`src/rtl/piso_sched_pkg.sv`:
```
// Shared types and helpers for the piso_sched round-robin serializer.
package piso_sched_pkg;

    // Scheduler states
    typedef enum logic [1:0] {
        IDLE  = 2'd0,
        SHIFT = 2'd1,
        GAP   = 2'd2
    } state_t;

    // Number of parallel requesters sharing the shift register
    localparam int NUM_REQ = 2;

    // Counter width able to hold 0..n-1; never narrower than one bit
    function automatic int cnt_width(input int n);
        return (n <= 1) ? 1 : $clog2(n);
    endfunction

endpackage

```
`src/rtl/piso_sched_if.sv`:
```
// Requester and serial-link bundle for piso_sched.
// master: the producers / link consumer side; slave: the scheduler.
interface piso_sched_if
    import piso_sched_pkg::*;
#(
    parameter int WIDTH = 4
);
    logic [NUM_REQ-1:0]       req_valid;
    logic [NUM_REQ*WIDTH-1:0] req_data;
    logic [NUM_REQ-1:0]       req_ready;
    logic                     so;
    logic                     so_valid;
    logic                     so_last;
    logic                     so_src;
    logic                     busy;

    modport master (
        output req_valid, req_data,
        input  req_ready, so, so_valid, so_last, so_src, busy
    );

    modport slave (
        input  req_valid, req_data,
        output req_ready, so, so_valid, so_last, so_src, busy
    );
endinterface

```
`src/rtl/piso_shreg.sv`:
```
// Parallel-in / serial-out shift register, MSB first, zero fill.
// Load wins over shift when both are asserted.
module piso_shreg #(
    parameter int WIDTH = 4
) (
    input  logic             clk,
    input  logic             rst,
    input  logic             load,
    input  logic             shift,
    input  logic [WIDTH-1:0] pi,
    output logic             msb
);

    logic [WIDTH-1:0] r_data;

    // Shift register storage: clear, load, or shift left
    always_ff @(posedge clk) begin
        if (rst) begin
            r_data <= {WIDTH{1'b0}};
        end else if (load) begin
            r_data <= pi;
        end else if (shift) begin
            r_data <= {r_data[WIDTH-2:0], 1'b0};
        end else begin
            r_data <= r_data;
        end
    end

    assign msb = r_data[WIDTH-1];

endmodule

```
`src/rtl/piso_sched.sv`:
```
// Round-robin scheduler feeding two parallel requesters into one serial link.
// Frame = load cycle, then one bit per cycle MSB first, then GAP_CYCLES idle.
// Optional build macro PISO_SCHED_PARITY_EN appends an even-parity bit
// after the LSB and moves so_last onto it.
module piso_sched
    import piso_sched_pkg::*;
#(
    parameter int WIDTH      = 4,
    parameter int GAP_CYCLES = 1
) (
    input logic         clk,
    input logic         rst,
    piso_sched_if.slave bus
);

`ifdef PISO_SCHED_PARITY_EN
    localparam int FRAME_W = WIDTH + 1;
`else
    localparam int FRAME_W = WIDTH;
`endif
    localparam int CNT_W = cnt_width(FRAME_W);
    localparam int GAP_W = cnt_width(GAP_CYCLES);
    localparam logic [CNT_W-1:0] CNT_LOAD = CNT_W'(FRAME_W - 1);
    localparam logic [GAP_W-1:0] GAP_LOAD = GAP_W'((GAP_CYCLES > 0) ? (GAP_CYCLES - 1) : 0);

`ifdef PISO_SCHED_PARITY_EN
    // Even parity over the accepted word
    function automatic logic f_parity(input logic [WIDTH-1:0] word);
        return ^word;
    endfunction
`endif

    state_t             r_state;
    state_t             w_state_nxt;
    logic [CNT_W-1:0]   r_bit_cnt;
    logic [CNT_W-1:0]   w_bit_cnt_nxt;
    logic [GAP_W-1:0]   r_gap_cnt;
    logic [GAP_W-1:0]   w_gap_cnt_nxt;
    logic               r_src;
    logic               w_src_nxt;
    logic               r_last_grant;
    logic               w_last_grant_nxt;
    logic               r_rst_d;

    logic               w_grant_en;
    logic [1:0]         w_grant;
    logic               w_sel;
    logic               w_xfer;
    logic               w_load;
    logic               w_shift;
    logic [WIDTH-1:0]   w_word;
    logic [FRAME_W-1:0] w_pi;
    logic               w_msb;

    // Grants are withheld during reset and for the cycle right after it
    assign w_grant_en = (r_state == IDLE) && !rst && !r_rst_d;

    // Round-robin grant: a lone requester wins, a tie goes away from last_grant
    always_comb begin
        w_grant = 2'b00;
        w_sel   = 1'b0;
        if (w_grant_en) begin
            case (bus.req_valid)
                2'b01: begin
                    w_grant = 2'b01;
                    w_sel   = 1'b0;
                end
                2'b10: begin
                    w_grant = 2'b10;
                    w_sel   = 1'b1;
                end
                2'b11: begin
                    w_sel   = ~r_last_grant;
                    w_grant = r_last_grant ? 2'b01 : 2'b10;
                end
                default: begin
                    w_grant = 2'b00;
                    w_sel   = 1'b0;
                end
            endcase
        end else begin
            w_grant = 2'b00;
            w_sel   = 1'b0;
        end
    end

    assign w_xfer = |w_grant;
    assign w_word = w_sel ? bus.req_data[WIDTH +: WIDTH] : bus.req_data[0 +: WIDTH];

`ifdef PISO_SCHED_PARITY_EN
    assign w_pi = {w_word, f_parity(w_word)};
`else
    assign w_pi = w_word;
`endif

    // Next-state and datapath control for IDLE -> SHIFT -> GAP sequencing
    always_comb begin
        w_state_nxt      = r_state;
        w_bit_cnt_nxt    = r_bit_cnt;
        w_gap_cnt_nxt    = r_gap_cnt;
        w_src_nxt        = r_src;
        w_last_grant_nxt = r_last_grant;
        w_load           = 1'b0;
        w_shift          = 1'b0;
        case (r_state)
            IDLE: begin
                if (w_xfer) begin
                    w_load           = 1'b1;
                    w_bit_cnt_nxt    = CNT_LOAD;
                    w_src_nxt        = w_sel;
                    w_last_grant_nxt = w_sel;
                    w_state_nxt      = SHIFT;
                end else begin
                    w_state_nxt = IDLE;
                end
            end
            SHIFT: begin
                w_shift = 1'b1;
                if (r_bit_cnt == {CNT_W{1'b0}}) begin
                    if (GAP_CYCLES == 0) begin
                        w_state_nxt = IDLE;
                    end else begin
                        w_state_nxt   = GAP;
                        w_gap_cnt_nxt = GAP_LOAD;
                    end
                end else begin
                    w_bit_cnt_nxt = r_bit_cnt - CNT_W'(1);
                end
            end
            GAP: begin
                if (r_gap_cnt == {GAP_W{1'b0}}) begin
                    w_state_nxt = IDLE;
                end else begin
                    w_gap_cnt_nxt = r_gap_cnt - GAP_W'(1);
                end
            end
            default: begin
                w_state_nxt = IDLE;
            end
        endcase
    end

    // State, counters and arbitration history registers
    always_ff @(posedge clk) begin
        if (rst) begin
            r_state      <= IDLE;
            r_bit_cnt    <= {CNT_W{1'b0}};
            r_gap_cnt    <= {GAP_W{1'b0}};
            r_src        <= 1'b0;
            r_last_grant <= 1'b1;
        end else begin
            r_state      <= w_state_nxt;
            r_bit_cnt    <= w_bit_cnt_nxt;
            r_gap_cnt    <= w_gap_cnt_nxt;
            r_src        <= w_src_nxt;
            r_last_grant <= w_last_grant_nxt;
        end
    end

    // Remembers that reset was sampled on the previous edge
    always_ff @(posedge clk) begin
        r_rst_d <= rst;
    end

    piso_shreg #(
        .WIDTH (FRAME_W)
    ) u_shreg (
        .clk   (clk),
        .rst   (rst),
        .load  (w_load),
        .shift (w_shift),
        .pi    (w_pi),
        .msb   (w_msb)
    );

    // All serial outputs come from registered state; only req_ready is combinational
    assign bus.req_ready = w_grant;
    assign bus.so        = (r_state == SHIFT) ? w_msb : 1'b0;
    assign bus.so_valid  = (r_state == SHIFT);
    assign bus.so_last   = (r_state == SHIFT) && (r_bit_cnt == {CNT_W{1'b0}});
    assign bus.so_src    = r_src;
    assign bus.busy      = (r_state != IDLE);

endmodule

```
`src/flat_wrapper.sv`:
```
// flat-port wrapper written by rule: the top's interface ports become plain ports
module piso_sched_flat import piso_sched_pkg::*;
#(
    parameter int WIDTH      = 4,
    parameter int GAP_CYCLES = 1
)
  (clk, rst, bus_req_valid, bus_req_data, bus_req_ready, bus_so, bus_so_valid, bus_so_last, bus_so_src, bus_busy);
  piso_sched_if #(.WIDTH(WIDTH)) bus_i ();
  input logic clk;
  input logic rst;
  input wire logic [$bits(bus_i.req_valid)-1:0] bus_req_valid;
  input wire logic [$bits(bus_i.req_data)-1:0] bus_req_data;
  output wire logic [$bits(bus_i.req_ready)-1:0] bus_req_ready;
  output wire logic [$bits(bus_i.so)-1:0] bus_so;
  output wire logic [$bits(bus_i.so_valid)-1:0] bus_so_valid;
  output wire logic [$bits(bus_i.so_last)-1:0] bus_so_last;
  output wire logic [$bits(bus_i.so_src)-1:0] bus_so_src;
  output wire logic [$bits(bus_i.busy)-1:0] bus_busy;
  assign bus_i.req_valid = bus_req_valid;
  assign bus_i.req_data = bus_req_data;
  assign bus_req_ready = bus_i.req_ready;
  assign bus_so = bus_i.so;
  assign bus_so_valid = bus_i.so_valid;
  assign bus_so_last = bus_i.so_last;
  assign bus_so_src = bus_i.so_src;
  assign bus_busy = bus_i.busy;
  piso_sched #(.WIDTH(WIDTH), .GAP_CYCLES(GAP_CYCLES)) u_core (.clk(clk), .rst(rst), .bus(bus_i));
endmodule
```
`config.mk`:
```
export PLATFORM = sky130hd
export DESIGN_NAME = piso_sched_flat
export DESIGN_NICKNAME = d
export VERILOG_FILES = /design/src/rtl/piso_sched_pkg.sv /design/src/rtl/piso_sched_if.sv /design/src/rtl/piso_shreg.sv /design/src/rtl/piso_sched.sv /design/src/flat_wrapper.sv
export SDC_FILE = /design/constraint.sdc
export NUM_CORES = 1
export LEC_CHECK = 0
export ABC_AREA = 1
export CORE_MARGIN = 2
export CORE_UTILIZATION = 28
export CTS_BUF_LIST = sky130_fd_sc_hd__clkbuf_16
export CTS_CLUSTER_DIAMETER = 30
export CTS_CLUSTER_SIZE = 16
export DETAILED_ROUTE_END_ITERATION = 7
export GPL_ROUTABILITY_DRIVEN = 0
export SKIP_LAST_GASP = 1
export SYNTH_ARGS = -nofsm -noshare
export SYNTH_HDL_FRONTEND = slang
export SYNTH_SLANG_ARGS = --single-unit
```
`constraint.sdc`:
```
create_clock -name clk -period 1 [get_ports clk]
set_input_delay 0.1 -clock clk [delete_from_list [all_inputs] [get_ports clk]]
set_output_delay 0.1 -clock clk [all_outputs]
set_load 0.05 [all_outputs]
```
Word level (Yosys, flattened, before mapping) --
Index checks and enable logic that the tools add are counted. W data, S select, Z words.
Cells by class: add/sub/neg operators 2, eq/ne operators 9, multiplexer cells 22, bitwise gates (word level) 1, reduce and logical (&&, ||, !) cells 16
Operators with widths (count):
- $mux W2 | 6
- $mux W4 | 3
- $pmux W2 S3 | 2
- $mux W1 | 8
- $reduce_bool A2 Y1 | 4
- $eq A2 B2 Y1 const B | 3
- $reduce_and A2 Y1 | 3
- $eq A2 B1 Y1 const B | 2
- $logic_not A2 Y1 | 2
- $ne A2 B1 Y1 const B | 2
- $ne A2 B2 Y1 const B | 2
- $pmux W1 S2 | 2
- $pmux W2 S2 | 1
- $logic_and A1 B1 Y1 | 3
- $reduce_and A3 Y1 | 1
- $logic_not A1 Y1 | 2
- $reduce_or A2 Y1 | 1
- $sub A2 B1 Y2 const B | 1
- $not A1 Y1 | 1
- $sub A1 B1 Y1 const B | 1
Word-level totals: bits in registers 12, input port bits 12, output and inout port bits 7, logic and storage cells 57

Depth between registers and ports, before layout --
Gate-level depths: netlist of the first run.
depth after elaboration 8, gate-level depth with buffers 10, depth with buffers taken out 9

Cells and area by module --
Synthesis of the first run repeated with hierarchy kept, for this count alone.
Second synthesis, totals: cell total of the unflattened synthesis 88, area, all modules 613.1 um^2
By module, submodules not included:
- piso_sched | times used 1, cells each 59, area each 425.4 um^2
- piso_shreg | times used 1, cells each 29, area each 187.7 um^2

Worst setup path after synthesis of the first run --
No wires, ideal clock.
kind flip-flop to output port, from register u_core.r_state[1], to output port bus_req_ready[0], data arrival time 1.579 ns, data required time 0.900 ns, setup slack -0.679 ns, stages on the path, launching flop included 4, path buffers 0, cells stage by stage dfxtp_1 -> nor2_1 -> nand2_1 -> nor3_1
On the way: word-level cells in the longest chain between the ends 4
RTL lines:
- from (decl) | RTL line piso_sched.sv:33 | state_t r_state;
- from (signal assigned) | RTL line piso_sched.sv:152 | r_state <= w_state_nxt;
- $logic_not A2 Y1 | RTL line piso_sched.sv:56 | assign w_grant_en = (r_state == IDLE) && !rst && !r_rst_d;
- $logic_and A1 B1 Y1 (2 in a row) | RTL line piso_sched.sv:56
- $mux W2 | RTL line piso_sched.sv:62 | if (w_grant_en) begin
- to (decl) | RTL line flat_wrapper.sv:13 | output wire logic [$bits(bus_i.req_ready)-1:0] bus_req_ready;
Every way passes these cells.

Worst setup path in the final report of the first run --
from register u_core.r_state[1], to register u_core.u_shreg.r_data[1]
On the way: word-level cells in the longest chain between the ends 8
RTL lines:
- $logic_not A2 Y1 | RTL line piso_sched.sv:56, piso_sched.sv:105
- $logic_and A1 B1 Y1 (2 in a row) | RTL line piso_sched.sv:56
- $mux W2 | RTL line piso_sched.sv:62
- $reduce_or A2 Y1 | RTL line piso_sched.sv:87 | assign w_xfer = |w_grant;
- $mux W1 | RTL line piso_sched.sv:107 | if (w_xfer) begin
- $mux W1 | RTL line piso_sched.sv:105 | case (r_state)
- $mux W4 / $reduce_bool A2 Y1 (equally long branches)
- to (signal assigned) | RTL line piso_shreg.sv:19 | r_data <= {WIDTH{1'b0}};
- to (signal assigned) | RTL line piso_shreg.sv:21 | r_data <= pi;
- to (signal assigned) | RTL line piso_shreg.sv:23 | r_data <= {r_data[WIDTH-2:0], 1'b0};
- to (decl) | RTL line piso_shreg.sv:14 | logic [WIDTH-1:0] r_data;
Parallel ways exist; a longest one is shown, timed or not. A chain may end at the register's enable or synchronous reset.

==> flow_summary_export.csv, run 1 <==
group,metric,value,unit
sta,fin_crit,1250,ps
floorplan,fp.dieH,52.7,um
worst_setup_path,r2r_end,"u_core.u_shreg.r_data[1]",
worst_setup_path,arrival,1430,ps
run_status,status,"complete, but fails checks",
worst_setup_path,ff2ff_setup_slack,-250,ps
worst_setup_path,crit_path_end_kind,"register",
yosys,synth.top_cell.area_share,33.1,%
grt,gr-usage-all-layers,14.7,%
cells_and_area,finalNetCount,144,
yosys,synth_top_family_by_area,"simple AND/OR/NAND/NOR gates",
grt,antenna_found_initial,0,
yosys,syn_nets,101,
grt,grt_pass1_wl,2.86,mm
power,p_sw_share,26.3,%
yosys,synth-main-ff-cell,"dfxtp_1",
route,vias,711,
clock_tree,clkLatencyLatePin,230,ps
power,power_density,1240,nW/um^2
worst_hold_path,hold_depth,2,
yosys,synthSimpleGateAreaFrac,37.5,%
yosys,ys_types,22,
worst_hold_path,hold_class,"input pin to register",
yosys,synth-edff-count,0,
sta,fmax,798,MHz
worst_hold_path,hold_end,"u_core.bus.so_src",
worst_hold_path,min_from,"rst",
grt,use_met3,4.00,%
clock_tree,cts_buffers,3,
clock_tree,cts_num_sinks,11,
yosys,synth_area_leaders,"dfxtp_1 (33%), nand2_1 (10%), nand3_1 (6.8%)",
yosys,yosys.area_share.adder,1.88,%
clock_tree,root_buffer,"clkbuf_16",
sta,setup_ws,-252,ps
worst_setup_path,reg2regPathDepth,8,
sta,hold_viol,0,
cells_and_area,antennaDiodeCount,0,
yosys,postSynthCellCount,88,
floorplan,start_util,29.7,%
route,drtAntennaViolNets,0,
yosys,synthXorXnorAreaFrac,0,%
sta,setup_viol,16,
job,drv_cap,0,
run_status,violations,"negative setup slack",
power,internal-power,1220,uW
yosys,yosysSeqAreaShare,33.1,%
yosys,synth.avg_cell_area,7.55,sq um
route,drtPass1Iterations,4,
grt,grt_pass1_vias,672,
sta,finClkSkew,0.834,ps
grt,grt.busiest_layer,"met2",
clock_tree,clockBufferDepth,2,
route,drtIter0Drc,6,
cells_and_area,layout-drive-gt1-share,60.0,%
clock_tree,ctsHoldBuffers,0,
worst_setup_path,cp_max_fo,4,
cells_and_area,syn2layout_area_growth,101,%
route,wirelength,1.86,mm
floorplan,io_pins,19,
worst_setup_path,regToRegStartpoint,"u_core.r_state[1]",
power,p_leak,0.000580,uW
sta,finalMaxSlewViolations,0,
grt,grt_max_degree,8,
cells_and_area,finalInstanceArea,1340,sq um
yosys,synth.area.mux_share,0,%
power,combPwrFrac,27.8,%
power,p_clk_share,42.6,%
power,totalPowerFinal,1650,uW
placed_design,place_area,1050,sq um
sta,slew_headroom,80.6,%
grt,overflow,0,
grt,use_met2,23.5,%
yosys,yosys_register_bits,11,
route,wl_per_cell,11.8,um
clock_tree,clkTransAtPathRegs,40,ps
route,vias_per_cell,4.50,
floorplan,die_w,52.7,um
yosys,synth_top_area_cell,"dfxtp_1",
floorplan,dieArea,2780,sq um
power,seq_power_share,29.6,%
yosys,mappedNetlistArea,664,sq um
grt,met1_usage,17.1,%
clock_tree,htree_num_levels,1,
placed_design,detailed_place_hpwl,1.17,mm
yosys,ys_warn_count,0,
placed_design,io_buffer_count,18,
power,power_switching,433,uW
sta,worstMarginPinSlew,290,ps
worst_setup_path,required,1170,ps
route,drc,0,
power,vdd_ir_drop_max,0.00105,V
yosys,async_reset_ff_share,0,%
sta,final.period_utilization,125,%
yosys,synth_most_common_cell,"nand2_1",
worst_setup_path,worstSetupPathType,"register to register",
worst_setup_path,startpoint_type,"register",
sta,rsz0062_at_grt,"yes",
yosys,synthTopCellsByCount,"nand2_1 (18), dfxtp_1 (11), inv_1 (10)",
yosys,synth_compound_area_share,14.5,%
clock_tree,cts_tree,"done",
floorplan,num_rows,17,
floorplan,core-area,2230,sq um
per-layer routing:
metal,vias to the layer above,part of all wire (%)
met5,-,0
met4,0,3.0
met3,6,5.9
met2,22,48
met1,321,43
li1,362,-
how the worst max path moves through the flow:
stage	from	to	cells past startpoint
2_1_floorplan	u_core.r_state[0]	u_core.r_bit_cnt[1]	8
3_3_place_gp	rst	u_core.u_shreg.r_data[1]	8
3_5_place_dp	rst	u_core.u_shreg.r_data[1]	8
4_1_cts	u_core.r_state[1]	bus_req_ready[0]	4
5_1_grt	u_core.r_state[1]	u_core.u_shreg.r_data[1]	8
6_report	u_core.r_state[1]	u_core.u_shreg.r_data[1]	8
sequential cells by signal (all words and copies together) (netlist names):
register,cells
u_core.u_shreg.r_data,4
u_core.r_bit_cnt,2
u_core.r_state,2
u_core.bus.so_src,1
u_core.r_last_grant,1
u_core.r_rst_d,1
per-stage QoR:
step / instances / setup TNS (ps) / utilization, % / setup WS, ps / hold slack (ps)
final: 158 / -2890 / 59.8 / -252 / 281
after global placement: 146 / -3860 / 47.2 / -393 / 458
after global routing: 158 / -3870 / 59.8 / -346 / 300
after detailed placement: 146 / -4070 / 47.2 / -406 / 457
after floorplan: 88 / -3210 / - / -479 / 128
after CTS: 157 / -2930 / 54.6 / -281 / 289
kinds of logic after synthesis:
kind of cell	Yosys count
AOI/OAI and AO/OA	11
adders and majority gates	1
DFF	11
and+or+nand+nor	46
buffers and inverters	19
critical path, stage by stage (launching register included):
cell and delay [ps]:
dfxtp_4 360, nor2_4 110, nand2_2 80, buf_4 150, a21oi_4 160, nand2_1 80
nor2_1 110, nor2_1 60, nor2_1 70
power by group through the flow:
stage	Combinational, uW	Sequential, uW	Clock [uW]
final	459	488	703
after global routing	492	492	750
after CTS	410	486	723
after detailed placement	373	490	0
after global placement	368	490	0
after floorplan	197	493	0
final cells by class:
class	count	area [sq um]
clock buffer	3	75.1
sequential	11	230
timing repair buffer	39	435
clock inverter	1	3.75
tap	28	35.0
multi-input combinational	58	472
fill	190	898
inverter	18	83.8
placed cells by master (no fill, tap or decap), types with 2 or more instances in the layout:
| cell type | synthesis | layout |
|---|---|---|
| nor3_4 | 0 | 2 |
| nand2_1 | 18 | 13 |
| clkdlybuf4s50_1 | 0 | 8 |
| inv_4 | 1 | 3 |
| clkbuf_16 | 0 | 3 |
| dfxtp_4 | 0 | 2 |
| dlygate4sd2_1 | 0 | 2 |
| nor2_1 | 8 | 5 |
| buf_4 | 0 | 16 |
| dfxtp_1 | 11 | 7 |
| nand2_2 | 0 | 4 |
| a21oi_2 | 4 | 5 |
| a21oi_4 | 1 | 2 |
| buf_12 | 0 | 8 |
| nand2_4 | 3 | 4 |
| o21ai_2 | 1 | 2 |
| nand3_2 | 0 | 4 |
| inv_2 | 6 | 7 |
| nand4_1 | 2 | 2 |
| nand3_1 | 9 | 5 |
| inv_1 | 10 | 7 |
| nor2_4 | 2 | 5 |
| dfxtp_2 | 0 | 2 |
| buf_6 | 1 | 4 |
repair_timing:
item,4_1_cts,5_1_grt
gates resized for setup,11,30
setup buffers,7,2
pin swaps,7,12
endpoints found under the setup margin,16,16
Power figures use the tool's default switching activity.
==> run 2: changes to the inputs <==
--- a/config.mk
+++ b/config.mk
@@ -13,6 +13,7 @@
 export CTS_CLUSTER_SIZE = 16
 export DETAILED_ROUTE_END_ITERATION = 7
 export GPL_ROUTABILITY_DRIVEN = 0
+export HOLD_SLACK_MARGIN = 0.03
 export SKIP_LAST_GASP = 1
 export SYNTH_ARGS = -nofsm -noshare
 export SYNTH_HDL_FRONTEND = slang
==> results of run 2 <==
The final DEF is identical to that of run 1; final timing and power are the same.
==> run 3: changes to the inputs <==
--- a/config.mk
+++ b/config.mk
@@ -10,7 +10,6 @@
 export CORE_UTILIZATION = 28
 export CTS_BUF_LIST = sky130_fd_sc_hd__clkbuf_16
 export CTS_CLUSTER_DIAMETER = 30
-export CTS_CLUSTER_SIZE = 16
 export DETAILED_ROUTE_END_ITERATION = 7
 export GPL_ROUTABILITY_DRIVEN = 0
 export HOLD_SLACK_MARGIN = 0.03
==> results of run 3 <==
The final DEF is identical to that of run 1; final timing and power are the same.
